`src/rtl/fp_mul_seq.sv`:
```
// fp_mul_seq: multi-cycle IEEE-754-style multiplier with subnormal input normalisation,
// shift-add significand multiply and round-to-nearest-even. Rev 1.0
`timescale 1ns/1ps
`default_nettype none

module fp_mul_seq #(
   parameter int EXP_W = 5,
   parameter int MAN_W = 10
) (
   input  logic                   clk,
   input  logic                   rst_n,
   input  logic                   in_valid,
   output logic                   in_ready,
   input  logic [EXP_W+MAN_W:0]   a,
   input  logic [EXP_W+MAN_W:0]   b,
   output logic                   out_valid,
   input  logic                   out_ready,
   output logic [EXP_W+MAN_W:0]   result,
   output logic                   inf,
   output logic                   zero,
   output logic                   nan,
   output logic                   overflow,
   output logic                   underflow,
   output logic                   inexact
);

   localparam int W    = 1 + EXP_W + MAN_W;
   localparam int SW   = MAN_W + 1;
   localparam int PW   = 2 * SW;
   localparam int EW   = EXP_W + 2;
   localparam int CW   = $clog2(SW + 1);
   localparam int BIAS = (1 << (EXP_W - 1)) - 1;

   localparam logic [EW:0]  c_EBIAS = (EW + 1)'(BIAS);
   localparam logic [EW:0]  c_EOVF  = (EW + 1)'((1 << EXP_W) - 1);
   localparam logic [W-1:0] c_QNAN  = {1'b0, {EXP_W{1'b1}}, 1'b1, {(MAN_W-1){1'b0}}};

   typedef enum logic [2:0] {
      S_IDLE   = 3'd0,
      S_UNPACK = 3'd1,
      S_NORM   = 3'd2,
      S_MUL    = 3'd3,
      S_ROUND  = 3'd4,
      S_DONE   = 3'd5
   } state_t;

   state_t          r_state;
   logic [W-1:0]    r_a, r_b;
   logic [SW-1:0]   r_ma, r_mb;
   logic [EW-1:0]   r_ea, r_eb;
   logic [PW-1:0]   r_prod;
   logic [CW-1:0]   r_cnt;
   logic [W-1:0]    r_result;
   logic            r_out_valid;
   logic            r_inf, r_zero, r_nan, r_ovf, r_unf, r_inx;

   logic            w_sign;
   logic [EXP_W-1:0] w_exp_a, w_exp_b;
   logic [MAN_W-1:0] w_man_a, w_man_b;
   logic            w_a_nan, w_b_nan, w_a_inf, w_b_inf, w_a_zero, w_b_zero;
   logic            w_is_nan, w_is_inf, w_is_zero;
   logic [SW-1:0]   w_sig_a, w_sig_b;
   logic [EW-1:0]   w_ea0, w_eb0;
   logic [SW-1:0]   w_ma_n, w_mb_n;
   logic [EW-1:0]   w_ea_n, w_eb_n;
   logic [SW:0]     w_sum;
   logic [PW-2:0]   w_pn;
   logic [MAN_W-1:0] w_kept;
   logic            w_guard, w_sticky, w_rup;
   logic [MAN_W:0]  w_rnd;
   logic [EW:0]     w_ef;
   logic            w_ovf, w_unf;

   // Operand classification
   always_comb begin
      w_sign    = r_a[W-1] ^ r_b[W-1];
      w_exp_a   = r_a[W-2:MAN_W];
      w_exp_b   = r_b[W-2:MAN_W];
      w_man_a   = r_a[MAN_W-1:0];
      w_man_b   = r_b[MAN_W-1:0];
      w_a_nan   = (w_exp_a == {EXP_W{1'b1}}) && (w_man_a != '0);
      w_b_nan   = (w_exp_b == {EXP_W{1'b1}}) && (w_man_b != '0);
      w_a_inf   = (w_exp_a == {EXP_W{1'b1}}) && (w_man_a == '0);
      w_b_inf   = (w_exp_b == {EXP_W{1'b1}}) && (w_man_b == '0);
      w_a_zero  = (w_exp_a == '0) && (w_man_a == '0);
      w_b_zero  = (w_exp_b == '0) && (w_man_b == '0);
      w_is_nan  = w_a_nan || w_b_nan || (w_a_inf && w_b_zero) || (w_a_zero && w_b_inf);
      w_is_inf  = w_a_inf || w_b_inf;
      w_is_zero = w_a_zero || w_b_zero;
      w_sig_a   = {(w_exp_a != '0), w_man_a};
      w_sig_b   = {(w_exp_b != '0), w_man_b};
      w_ea0     = (w_exp_a == '0) ? EW'(1) : {2'b00, w_exp_a};
      w_eb0     = (w_exp_b == '0) ? EW'(1) : {2'b00, w_exp_b};
   end

   // Normalisation step, multiply step and rounding datapath
   always_comb begin
      w_ma_n   = r_ma[SW-1] ? r_ma : {r_ma[SW-2:0], 1'b0};
      w_mb_n   = r_mb[SW-1] ? r_mb : {r_mb[SW-2:0], 1'b0};
      w_ea_n   = r_ma[SW-1] ? r_ea : r_ea - EW'(1);
      w_eb_n   = r_mb[SW-1] ? r_eb : r_eb - EW'(1);
      w_sum    = {1'b0, r_prod[PW-1:SW]} + (r_prod[0] ? {1'b0, r_ma} : {(SW+1){1'b0}});
      // Product lies in [1,4); drop the leading one after aligning it to bit PW-1
      w_pn     = r_prod[PW-1] ? r_prod[PW-2:0] : {r_prod[PW-3:0], 1'b0};
      w_kept   = w_pn[PW-2 -: MAN_W];
      w_guard  = w_pn[SW-1];
      w_sticky = |w_pn[SW-2:0];
      w_rup    = w_guard && (w_sticky || w_kept[0]);
      w_rnd    = {1'b0, w_kept} + {{MAN_W{1'b0}}, w_rup};
      w_ef     = {r_ea[EW-1], r_ea} + {r_eb[EW-1], r_eb} - c_EBIAS
               + {{EW{1'b0}}, r_prod[PW-1]} + {{EW{1'b0}}, w_rnd[MAN_W]};
      w_unf    = w_ef[EW] || (w_ef == '0);
      w_ovf    = !w_ef[EW] && (w_ef >= c_EOVF);
   end

   always_ff @(posedge clk or negedge rst_n) begin
      if (!rst_n) begin
         r_state     <= S_IDLE;
         r_a         <= '0;
         r_b         <= '0;
         r_ma        <= '0;
         r_mb        <= '0;
         r_ea        <= '0;
         r_eb        <= '0;
         r_prod      <= '0;
         r_cnt       <= '0;
         r_result    <= '0;
         r_out_valid <= 1'b0;
         r_inf       <= 1'b0;
         r_zero      <= 1'b0;
         r_nan       <= 1'b0;
         r_ovf       <= 1'b0;
         r_unf       <= 1'b0;
         r_inx       <= 1'b0;
      end else begin
         case (r_state)
            S_IDLE: begin
               if (in_valid) begin
                  r_a     <= a;
                  r_b     <= b;
                  r_state <= S_UNPACK;
               end
            end
            S_UNPACK: begin
               if (w_is_nan) begin
                  r_result    <= c_QNAN;
                  r_nan       <= 1'b1;
                  r_out_valid <= 1'b1;
                  r_state     <= S_DONE;
               end else if (w_is_inf) begin
                  r_result    <= {w_sign, {EXP_W{1'b1}}, {MAN_W{1'b0}}};
                  r_inf       <= 1'b1;
                  r_out_valid <= 1'b1;
                  r_state     <= S_DONE;
               end else if (w_is_zero) begin
                  r_result    <= {w_sign, {(W-1){1'b0}}};
                  r_zero      <= 1'b1;
                  r_out_valid <= 1'b1;
                  r_state     <= S_DONE;
               end else begin
                  r_ma    <= w_sig_a;
                  r_mb    <= w_sig_b;
                  r_ea    <= w_ea0;
                  r_eb    <= w_eb0;
                  r_prod  <= {{SW{1'b0}}, w_sig_b};
                  r_cnt   <= '0;
                  r_state <= (w_sig_a[SW-1] && w_sig_b[SW-1]) ? S_MUL : S_NORM;
               end
            end
            S_NORM: begin
               r_ma   <= w_ma_n;
               r_mb   <= w_mb_n;
               r_ea   <= w_ea_n;
               r_eb   <= w_eb_n;
               r_prod <= {{SW{1'b0}}, w_mb_n};
               r_cnt  <= '0;
               if (w_ma_n[SW-1] && w_mb_n[SW-1]) begin
                  r_state <= S_MUL;
               end
            end
            S_MUL: begin
               // Low half holds the remaining multiplier bits, LSB first
               r_prod <= {w_sum, r_prod[SW-1:1]};
               r_cnt  <= r_cnt + CW'(1);
               if (r_cnt == CW'(SW - 1)) begin
                  r_state <= S_ROUND;
               end
            end
            S_ROUND: begin
               r_out_valid <= 1'b1;
               r_state     <= S_DONE;
               if (w_ovf) begin
                  r_result <= {w_sign, {EXP_W{1'b1}}, {MAN_W{1'b0}}};
                  r_inf    <= 1'b1;
                  r_ovf    <= 1'b1;
                  r_inx    <= 1'b1;
               end else if (w_unf) begin
                  r_result <= {w_sign, {(W-1){1'b0}}};
                  r_zero   <= 1'b1;
                  r_unf    <= 1'b1;
                  r_inx    <= 1'b1;
               end else begin
                  r_result <= {w_sign, w_ef[EXP_W-1:0], w_rnd[MAN_W-1:0]};
                  r_inx    <= w_guard || w_sticky;
               end
            end
            S_DONE: begin
               if (out_ready) begin
                  r_out_valid <= 1'b0;
                  r_result    <= '0;
                  r_inf       <= 1'b0;
                  r_zero      <= 1'b0;
                  r_nan       <= 1'b0;
                  r_ovf       <= 1'b0;
                  r_unf       <= 1'b0;
                  r_inx       <= 1'b0;
                  r_state     <= S_IDLE;
               end
            end
            default: r_state <= S_IDLE;
         endcase
      end
   end

   assign in_ready  = (r_state == S_IDLE);
   assign out_valid = r_out_valid;
   assign result    = r_result;
   assign inf       = r_inf;
   assign zero      = r_zero;
   assign nan       = r_nan;
   assign overflow  = r_ovf;
   assign underflow = r_unf;
   assign inexact   = r_inx;

endmodule

`default_nettype wire

```
`config.mk`:
```
export PLATFORM = sky130hd
export DESIGN_NAME = fp_mul_seq
export DESIGN_NICKNAME = d
export VERILOG_FILES = /design/src/rtl/fp_mul_seq.sv
export SDC_FILE = /design/constraint.sdc
export NUM_CORES = 1
export LEC_CHECK = 0
export BUFFER_PORTS_ARGS = -buffer_cell sky130_fd_sc_hd__buf_4
export CAP_MARGIN = 15
export CORE_UTILIZATION = 35
export DETAILED_ROUTE_END_ITERATION = 8
export GPL_TIMING_DRIVEN = 0
export RECOVER_POWER = 100
export SETUP_SLACK_MARGIN = 0.5
export SLEW_MARGIN = 40
export SYNTH_ARGS = -nofsm -noshare
export SYNTH_HDL_FRONTEND = slang
export SYNTH_SLANG_ARGS = --single-unit
```
`constraint.sdc`:
```
create_clock -name clk -period 6.9 [get_ports clk]
set_input_delay 0.345 -clock clk [delete_from_list [all_inputs] [get_ports clk]]
set_output_delay 0.345 -clock clk [all_outputs]
set_load 0.01 [all_outputs]
```
* Word-level counts from Yosys, hierarchy flattened
Cells that the tools add are included.
** Word-level totals
- Word-level logic and storage cells :: 172
- Input port bits :: 36
- Output and inout port bits :: 24
- Register bits after elaboration :: 120
** Cells by class
- Add/sub/neg operators :: 9
- Equality and inequality tests :: 24
- $lt $le $gt $ge :: 1
- Reduce and logical (&&, ||, !) cells :: 50
- Muxes and demuxes :: 69
- Bitwise operators :: 1
** Operators with widths (number)
- $mux W11 :: 9
- $mux W22 :: 3
- $pmux W22 S3 :: 1
- $mux W16 :: 4
- $mux W7 :: 8
- $pmux W16 S3 :: 1
- $pmux W11 S2 :: 2
- $mux W15 :: 2
- $ne A2 B2 Y1 const B :: 15
- $pmux W7 S2 :: 2
- $mux W21 :: 1
- $mux W3 :: 7
- $logic_not A10 Y1 :: 2
- $reduce_bool A10 Y1 :: 2
- $pmux W3 S6 :: 1
- $add A8 B1 Y8 :: 2
- $reduce_and A4 Y1 :: 4
- $mux W1 :: 15
- $reduce_and A5 Y1 :: 3
- $sub A7 B1 Y7 const B :: 2
- $add A11 B11 Y12 :: 1
- $logic_and A1 B1 Y1 :: 12
- $mux W4 :: 3
- $pmux W4 S3 :: 1
- other kinds (27) :: 51

* Depth between registers and ports, before layout
Gate-level depths: netlist of run 1.
- Depth in word-level cells :: 11
- Mapped depth :: 19
- Depth with buffers taken out :: 16

* Worst setup path after synthesis of run 1
No wires, ideal clock.
- Path type :: register -> register
- Start :: register r_prod[21]
- End :: register r_result[0], in the netlist result[0]
- Cell stages (with the launch flop) :: 20
- Setup time :: 0.122 ns
- Arrival :: 4.198 ns
- Path buffers :: 3
- Period minus slack after synthesis :: 4.320 ns
- Slack :: 2.580 ns
- Data required time :: 6.778 ns
- Path through :: dfrtp_1 buf_2 clkbuf_1 nand2_1 a21boi_0 ha_1 nand2_1 nor4_1 nand3_1 nor3b_1 fa_1 inv_1 fa_1 nand2b_1 o2bb2ai_1 a211o_1 o211ai_2 nor4_1 buf_2 a32o_1
** On the way
- Word-level cells in the longest chain between the ends :: 11
- Elaborated cells on any way between the ends :: 15
- Classes of those cells :: add/sub: 3; order compare: 1; mux: 4; reduce/logical: 7
** RTL lines
- from (decl) :: RTL line 51 : logic [PW-1:0] r_prod;
- from (signal assigned) :: RTL line 165 : r_prod <= {{SW{1'b0}}, w_sig_b};
- from (signal assigned) :: RTL line 175 : r_prod <= {{SW{1'b0}}, w_mb_n};
- from (signal assigned) :: RTL line 183 : r_prod <= {w_sum, r_prod[SW-1:1]};
- branches (longest 9 deep; another with $add A10 B1 Y11)
- $mux W15 * :: RTL line 192 : if (w_ovf) begin
- $pmux W16 S3 * :: RTL line 136 : case (r_state)
- to (signal assigned) :: RTL line 193 : r_result <= {w_sign, {EXP_W{1'b1}}, {MAN_W{1'b0}}};
- to (signal assigned) :: RTL line 198 : r_result <= {w_sign, {(W-1){1'b0}}};
- to (signal assigned) :: RTL line 203 : r_result <= {w_sign, w_ef[EXP_W-1:0], w_rnd[MAN_W-1:0]};
- to (decl) :: RTL line 53 : logic [W-1:0] r_result;
Mark *: on every way between the ends.
A chain may end at the register's enable or synchronous reset.

* Final worst setup path of run 1
Ends and elaborated chain as after synthesis.

==> run_results.csv, run 1 <==
group,metric,value,unit
status,result_of_the_run,"finished, violations left",
status,violations_in_the_final_reports,"capacitance limit, slew limit",
synth,synthesized_area_per_cell,9.92,sq um
setup_path,launching_element_of_the_worst_setup_path,"r_prod[21]",
finish,final_layout_size_suffix_gt1_share,15.5,%
timing,setup_viol,0,
flow_run,drv.max_cap_violation_count,1,
clock_network,clock_path_buffers,2,
setup_path,startpoint_type,"flop",
floorplanning,core_area,0.0196,sq mm
grt,first_global_vias,5402,
pwr,leakage_dissipation,3.61,nW
grt,grt_start_max_net_pins,72,
setup_path,critical_path.slowest_cell,"sky130_fd_sc_hd__clkbuf_1",
grt,gr-total-overflow,0,
routing,route.vias.total,5625,
synth,synthesized_nets,777,
setup_path,max_stage_delay,530,ps
finish,final_nets,857,
setup_path,worstPathCellList,"clkbuf_1 > clkbuf_1 > nand2_1 > a21boi_0 > ha_1 > nand2_1 > nor4_1 > nand3_1 > nor3b_1 > fa_1 > inv_1 > fa_1 > nand2b_1 > o2bb2ai_1 > a211o_1 > o211ai_1 > nor4_1 > clkbuf_1 > a32o_1",
synth,synth-edff-count,0,
placement,hpwlAfterDp,13300,um
clock_network,ctsHtreeMaxLevel,4,
timing,timing_max_transition_violations_final,50,
synth,syn_std_cell_area,0.00703,sq mm
timing,grt_setup_unrepaired,"false",
min_path,min_from,"b[14]",
setup_path,crit_fanout,10,
floorplanning,placementRows,51,
setup_path,timing_worst_setup_path_type,"reg -> reg",
setup_path,arrival,6030,ps
setup_path,worst_r2r_path_depth,19,
floorplanning,pin_count,60,
finish,antennaDiodeCount,0,
timing,highest_clock_frequency_the_design_can_meet,0.175,GHz
timing,hold-worst-slack,153,ps
routing,post_drt_via_cell_ratio,5.27,
floorplanning,die-height,144,um
routing,drt_drc_violations_left,0,
timing,finClkSkew,8.94,ps
synth,yosys_reg_bits,120,
synth,synth_cells,709,
timing,final.setup.tns,0,ps
synth,portion_of_the_post_synthesis_area_used_by_sequential_elements,42.7,%
setup_path,cp.required,7200,ps
routing,number_of_iterations_in_the_first_detailed_routing_pass,4,
min_path,min_delay_path_depth,2,
clock_network,cts-buffers-inserted,17,
routing,detail_route.wl_per_cell,16.5,um
timing,worst-slew-pin-transition,2890,ps
setup_path,critPathCaptureType,"flop",
synth,synth-async-reset-ratio,100,%
clock_network,number_of_sinks_handled_by_clock_tree_synthesis,120,
floorplanning,dieArea,0.0207,sq mm
clock_network,postCtsResizedCells,0,
pwr,power.density_cell_area,495,mW/mm^2
setup_path,crit_top_cell,"sky130_fd_sc_hd__clkbuf_1",
placement,placed_cells_incl_taps,1034,
grt,grt_pass1_wl,29000,um
pwr,fin_total_pwr,0.00410,W
clock_network,clk_pin_slew,60,ps
timing,layout_setup_ws,1170,ps
finish,final_cell_count_without_fillers,1067,
pwr,vdd_ir_drop_max,202,uV
placement,dpl_worst_slack,1670,ps
synth,synth.distinct_cells,68,
timing,max-slew-margin-rel,-92.5,%
floorplanning,horizontal_die_dimension,144,um
timing,final_hold_violations,0,
synth,synth-warning-count,0,
grt,grt_use_total,18.5,%
clock_network,clockRootBuffer,"sky130_fd_sc_hd__clkbuf_16",
routing,drt-total-wl,17600,um
synth,postSynth.topFlopCell,"sky130_fd_sc_hd__dfrtp_1",
setup_path,worstReg2RegStart,"r_prod[21]",
setup_path,r2r_slack,1170,ps
min_path,min_delay_worst_endpoint,"r_b[14]",
routing,drt_iter0_markers,446,
finish,area_growth,17.9,%
clock_network,tritoncts,"yes",
floorplanning,initial_utilization,35.9,%
routing,drtAntennaViolNets,0,
grt,grt_antenna_before_repair,0,
timing,finalWorstPathRequiredPeriod,5730,ps
setup_path,regToRegEndpoint,"result[0]",
min_path,min_path_type,"in -> reg",
placement,gp_congestion,0.829,
clock_network,clkLatencyLatePin,420,ps
timing,period_share,83.0,%
placement,io_buffer_count,59,
[logic make-up (layout without fill, tap and decap cells)]
group           after synthesis  in the layout  share of synthesized area [%]
buf+inv                      69            162                           4.02
compound gates              195            195                           20.1
mux                          50             50                           7.72
fa+ha+maj                    32             32                           6.01
flops                       120            120                           42.7
xor+xnor                     25             25                           3.11
simple gates                218            218                           16.4
[worst max-delay path, delay by kind of cell (launching register included)]
family	cells	cell delay, ps
simple gates	7	1560
fa+ha+maj	3	930
flops	1	390
compound gates	5	1450
buf+inv	4	1260
[timing repair]
item                      4_1_cts  5_1_grt
hold buffers                    1        0
setup buffers                   0        0
hold endpoints to repair       49        0
[cells in the final DEF, fill, tap and decap left out, types with 5 or more instances in the layout]
master / instances
sky130_fd_sc_hd__a211o_1: 6
sky130_fd_sc_hd__a211oi_1: 5
sky130_fd_sc_hd__a21o_1: 15
sky130_fd_sc_hd__a21oi_1: 45
sky130_fd_sc_hd__a221o_1: 6
sky130_fd_sc_hd__a22o_1: 14
sky130_fd_sc_hd__and2_1: 18
sky130_fd_sc_hd__and3_1: 6
sky130_fd_sc_hd__buf_4: 34
sky130_fd_sc_hd__clkbuf_1: 59
sky130_fd_sc_hd__clkbuf_16: 17
sky130_fd_sc_hd__dfrtp_1: 120
sky130_fd_sc_hd__ha_1: 29
sky130_fd_sc_hd__inv_1: 32
sky130_fd_sc_hd__inv_6: 5
sky130_fd_sc_hd__mux2_2: 34
sky130_fd_sc_hd__mux2i_1: 16
sky130_fd_sc_hd__nand2_1: 38
sky130_fd_sc_hd__nand2b_1: 22
sky130_fd_sc_hd__nand3_1: 19
sky130_fd_sc_hd__nor2_1: 55
sky130_fd_sc_hd__nor2b_1: 6
sky130_fd_sc_hd__nor3_1: 14
sky130_fd_sc_hd__nor4_1: 9
sky130_fd_sc_hd__o211ai_1: 7
sky130_fd_sc_hd__o21ai_0: 36
sky130_fd_sc_hd__o21bai_1: 6
sky130_fd_sc_hd__o221a_2: 15
sky130_fd_sc_hd__or4_1: 6
sky130_fd_sc_hd__xnor2_1: 16
sky130_fd_sc_hd__xor2_1: 9
[cell usage after synthesis, types with 19 or more instances]
cell | number | area [sq um]
sky130_fd_sc_hd__o21ai_0 | 36 | 180
sky130_fd_sc_hd__a21oi_1 | 45 | 225
sky130_fd_sc_hd__mux2_2 | 34 | 383
sky130_fd_sc_hd__and2_1 | 20 | 125
sky130_fd_sc_hd__nor2_1 | 55 | 206
sky130_fd_sc_hd__inv_1 | 32 | 120
sky130_fd_sc_hd__nand2_1 | 38 | 143
sky130_fd_sc_hd__nand3_1 | 19 | 95.1
sky130_fd_sc_hd__dfrtp_1 | 120 | 3000
sky130_fd_sc_hd__ha_1 | 29 | 363
sky130_fd_sc_hd__nand2b_1 | 22 | 138
sky130_fd_sc_hd__clkbuf_1 | 26 | 97.6
[how the worst max path moves through the flow]
stage,to,slack (ps),cells after the start
CTS,result[0],1650,19
floorplan,result[0],2580,19
global placement,result[0],1690,19
detailed placement,result[0],1670,19
global route,result[0],680,19
finish,result[0],1170,19
[flip-flops by register name (all words and copies together), names as in the netlist]
| register | cells |
|---|---|
| r_prod | 22 |
| r_cnt | 4 |
| r_state | 3 |
| inexact | 1 |
| zero | 1 |
| overflow | 1 |
| underflow | 1 |
| r_ea | 7 |
| nan | 1 |
| r_eb | 7 |
| r_b | 16 |
| r_a | 16 |
| r_ma | 11 |
| inf | 1 |
| r_mb | 11 |
| result | 16 |
| out_valid | 1 |
[metrics by stage]
step / util (%) / area, sq um
after global routing: 42.3 / 8300
after detailed placement: 40.1 / 7860
after global placement: 39.9 / 7810
final: 42.3 / 8300
after floorplan: - / 7030
after CTS: 43.2 / 8460
[area by class of cell]
cell class / count / area, sq um
buffer: 36 / 136
inverter: 33 / 124
timing repair buffer: 61 / 387
tap: 265 / 332
clock buffer: 17 / 425
multi-input combinational: 520 / 3720
fill: 1967 / 11300
sequential: 120 / 3000
clock inverter: 15 / 168
[where the power goes]
part	switching (W)	leakage [nW]	internal, W
Sequential	0.000295	1.47	0.00101
Combinational	0.00108	1.85	0.000832
Clock	0.000349	0.291	0.000540
Total	0.00172	3.61	0.00238
[layer usage]
metal | wire [um] | global-route usage [%] | vias to the layer above
met3 | 608 | 3.17 | 17
met5 | 0 | 0 | -
met1 | 8930 | 26.4 | 2720
li1 | - | - | 2781
met4 | 235 | 5.77 | 0
met2 | 7810 | 28.3 | 107
No activity file was read; power rests on OpenSTA's default activity.
==> inputs of run 2 (changes only) <==
- clock period: 6.9 -> 6 ns (I/O delays scaled with it)
==> run 2 against run 1 <==
Net effect: the flow still finishes with violations (capacitance limit, slew limit); clock skew shrank 1.1 ps; clock-buffer cell count stayed put; non-clock buffer count unchanged; critical path depth stayed put; maximum frequency rose by 9.7%; hold slack lost 44 ps; largest cell class unchanged; highest routed layer unchanged.
==> run_results.csv, run 2 (synthesis results as in run 1) <==
group,metric,value,unit
clock_network,cts-buffers-inserted,17,
flow_run,drv.max_cap_violation_count,2,
pwr,power.density_cell_area,571,mW/mm^2
setup_path,worstReg2RegStart,"r_prod[21]",
placement,placed_cells_incl_taps,1034,
routing,detail_route.wl_per_cell,16.5,um
clock_network,ctsHtreeMaxLevel,4,
clock_network,clockRootBuffer,"sky130_fd_sc_hd__clkbuf_16",
placement,io_buffer_count,59,
clock_network,post_cts.repair.setup_buffers,0,
finish,max_reg_flops,22,
finish,area_growth,17.7,%
grt,grt_pass1_wl,29000,um
timing,max-slew-margin-rel,-83.7,%
setup_path,max_stage_delay,490,ps
finish,seqCellArea,0.00300,sq mm
finish,final.fill_count,1967,
setup_path,cp.required,6350,ps
floorplanning,initial_utilization,35.9,%
routing,route.vias.total,5624,
finish,top_register,"r_prod",
setup_path,critical_path.slowest_cell,"sky130_fd_sc_hd__nor4_1",
routing,post_drt_via_cell_ratio,5.27,
routing,drt-total-wl,17600,um
grt,grt_start_max_net_pins,72,
placement,hpwlAfterDp,13300,um
setup_path,startpoint_type,"flop",
pwr,leakage_dissipation,3.62,nW
finish,final_nets,857,
finish,multiInputGateArea,0.00373,sq mm
floorplanning,pin_count,60,
routing,drt_iter0_markers,442,
status,violations_in_the_final_reports,"capacitance limit, slew limit",
timing,finalWorstPathRequiredPeriod,5220,ps
floorplanning,die-height,144,um
timing,highest_clock_frequency_the_design_can_meet,0.192,GHz
clock_network,clk_pin_slew,60,ps
status,result_of_the_run,"finished, violations left",
clock_network,clkLatencyLatePin,420,ps
floorplanning,core_area,0.0196,sq mm
setup_path,regToRegEndpoint,"result[0]",
min_path,min_path_type,"in -> reg",
routing,drt_drc_violations_left,0,
pwr,vdd_ir_drop_max,233,uV
grt,grt_use_total,18.5,%
setup_path,endpoint,"result[0]",
setup_path,r2r_slack,780,ps
timing,worst-slew-pin-transition,2750,ps
finish,final_cell_mix,"sky130_fd_sc_hd__dfrtp_1, sky130_fd_sc_hd__clkbuf_1, sky130_fd_sc_hd__nor2_1",
floorplanning,horizontal_die_dimension,144,um
finish,final_common_cell,"sky130_fd_sc_hd__dfrtp_1",
clock_network,tritoncts,"yes",
timing,timing_max_transition_violations_final,123,
finish,final_layout_size_suffix_gt1_share,15.8,%
timing,final.setup.tns,0,ps
finish,antennaDiodeCount,0,
placement,gp_congestion,0.829,
finish,final_cell_count_without_fillers,1067,
floorplanning,dieArea,0.0207,sq mm
routing,drtAntennaViolNets,0,
grt,grt_antenna_before_repair,0,
setup_path,crit_fanout,10,
setup_path,worstPathCellList,"buf_2 > clkbuf_1 > nand2_1 > a21boi_0 > ha_1 > nand2_1 > nor4_1 > nand3_1 > nor3b_1 > fa_1 > inv_1 > fa_1 > nand2b_1 > o2bb2ai_1 > a21oi_1 > o211ai_2 > nor4_1 > buf_2 > a32o_1",
clock_network,clock_path_buffers,2,
grt,gr-total-overflow,0,
clock_network,number_of_sinks_handled_by_clock_tree_synthesis,120,
timing,grt_setup_unrepaired,"false",
routing,number_of_iterations_in_the_first_detailed_routing_pass,4,
setup_path,launching_element_of_the_worst_setup_path,"r_prod[21]",
setup_path,arrival,5570,ps
timing,setup_viol,0,
setup_path,critPathCaptureType,"flop",
setup_path,worst_r2r_path_depth,19,
grt,first_global_vias,5402,
floorplanning,placementRows,51,
timing,finClkSkew,7.88,ps
timing,final_hold_violations,0,
setup_path,timing_worst_setup_path_type,"reg -> reg",
timing,period_share,87.0,%
## run 2: changes by cell type in the layout (fill, tap and decap cells not counted), sizes merged
cell    previous run  this run
clkbuf            76        75
buf               37        38
## run 2: layout make-up
cell class | count | area share (%)
multi-input combinational | 520 | 45.0
timing repair buffer | 61 | 4.40
tap | 265 | 4.00
sequential | 120 | 36.3
buffer | 36 | 1.68
clock inverter | 15 | 2.02
clock buffer | 17 | 5.14
inverter | 33 | 1.50
## run 2: stage by stage
stage | total power, W | hold WS [ps] | worst slack (ps) | util, % | area, sq um
floorplan | 0.00312 | 4.41 | 1680 | - | 7030
global placement | 0.00376 | 482 | 792 | 39.9 | 7810
detailed placement | 0.00381 | 244 | 773 | 40.1 | 7860
CTS | 0.00485 | 93.7 | 755 | 43.2 | 8460
global route | 0.00511 | 97.5 | 290 | 42.3 | 8280
finish | 0.00473 | 109 | 778 | 42.3 | 8280
## run 2: how the worst min path moves through the flow
| stage | startpoint | to | depth (start not counted) |
|---|---|---|---|
| floorplan | rst_n | inexact | 0 |
| global placement | nan | nan | 1 |
| detailed placement | rst_n | r_b[11] | 1 |
| CTS | b[14] | r_b[14] | 2 |
| global route | a[12] | r_a[12] | 2 |
| finish | a[11] | r_a[11] | 3 |
## run 2: layer usage
metal / vias up / wire length (um) / GRT usage, %
met5: - / 0 / 0
met4: 0 / 237 / 5.77
met3: 16 / 573 / 3.17
met2: 99 / 7860 / 28.3
met1: 2730 / 8940 / 26.4
li1: 2779 / - / -
## run 2: worst max-delay path, delay by kind of cell, from the launching register on
kind            cells  cell delay, ps
compound gates      5             950
buf+inv             4            1050
fa+ha+maj           3             920
simple gates        7            1830
flops               1             390
## run 2: power by group
| group | total, W | internal, W | leakage (nW) | switching [W] |
|---|---|---|---|---|
| registers | 0.00150 | 0.00116 | 1.47 | 0.000342 |
| clock network | 0.00102 | 0.000621 | 0.291 | 0.000399 |
| logic | 0.00220 | 0.000959 | 1.86 | 0.00124 |
## run 2: repair_timing
item,4_1_cts,5_1_grt
endpoints found under the setup margin,0,10
hold endpoints to repair,49,0
gates resized for setup,0,1
hold buffers,1,0
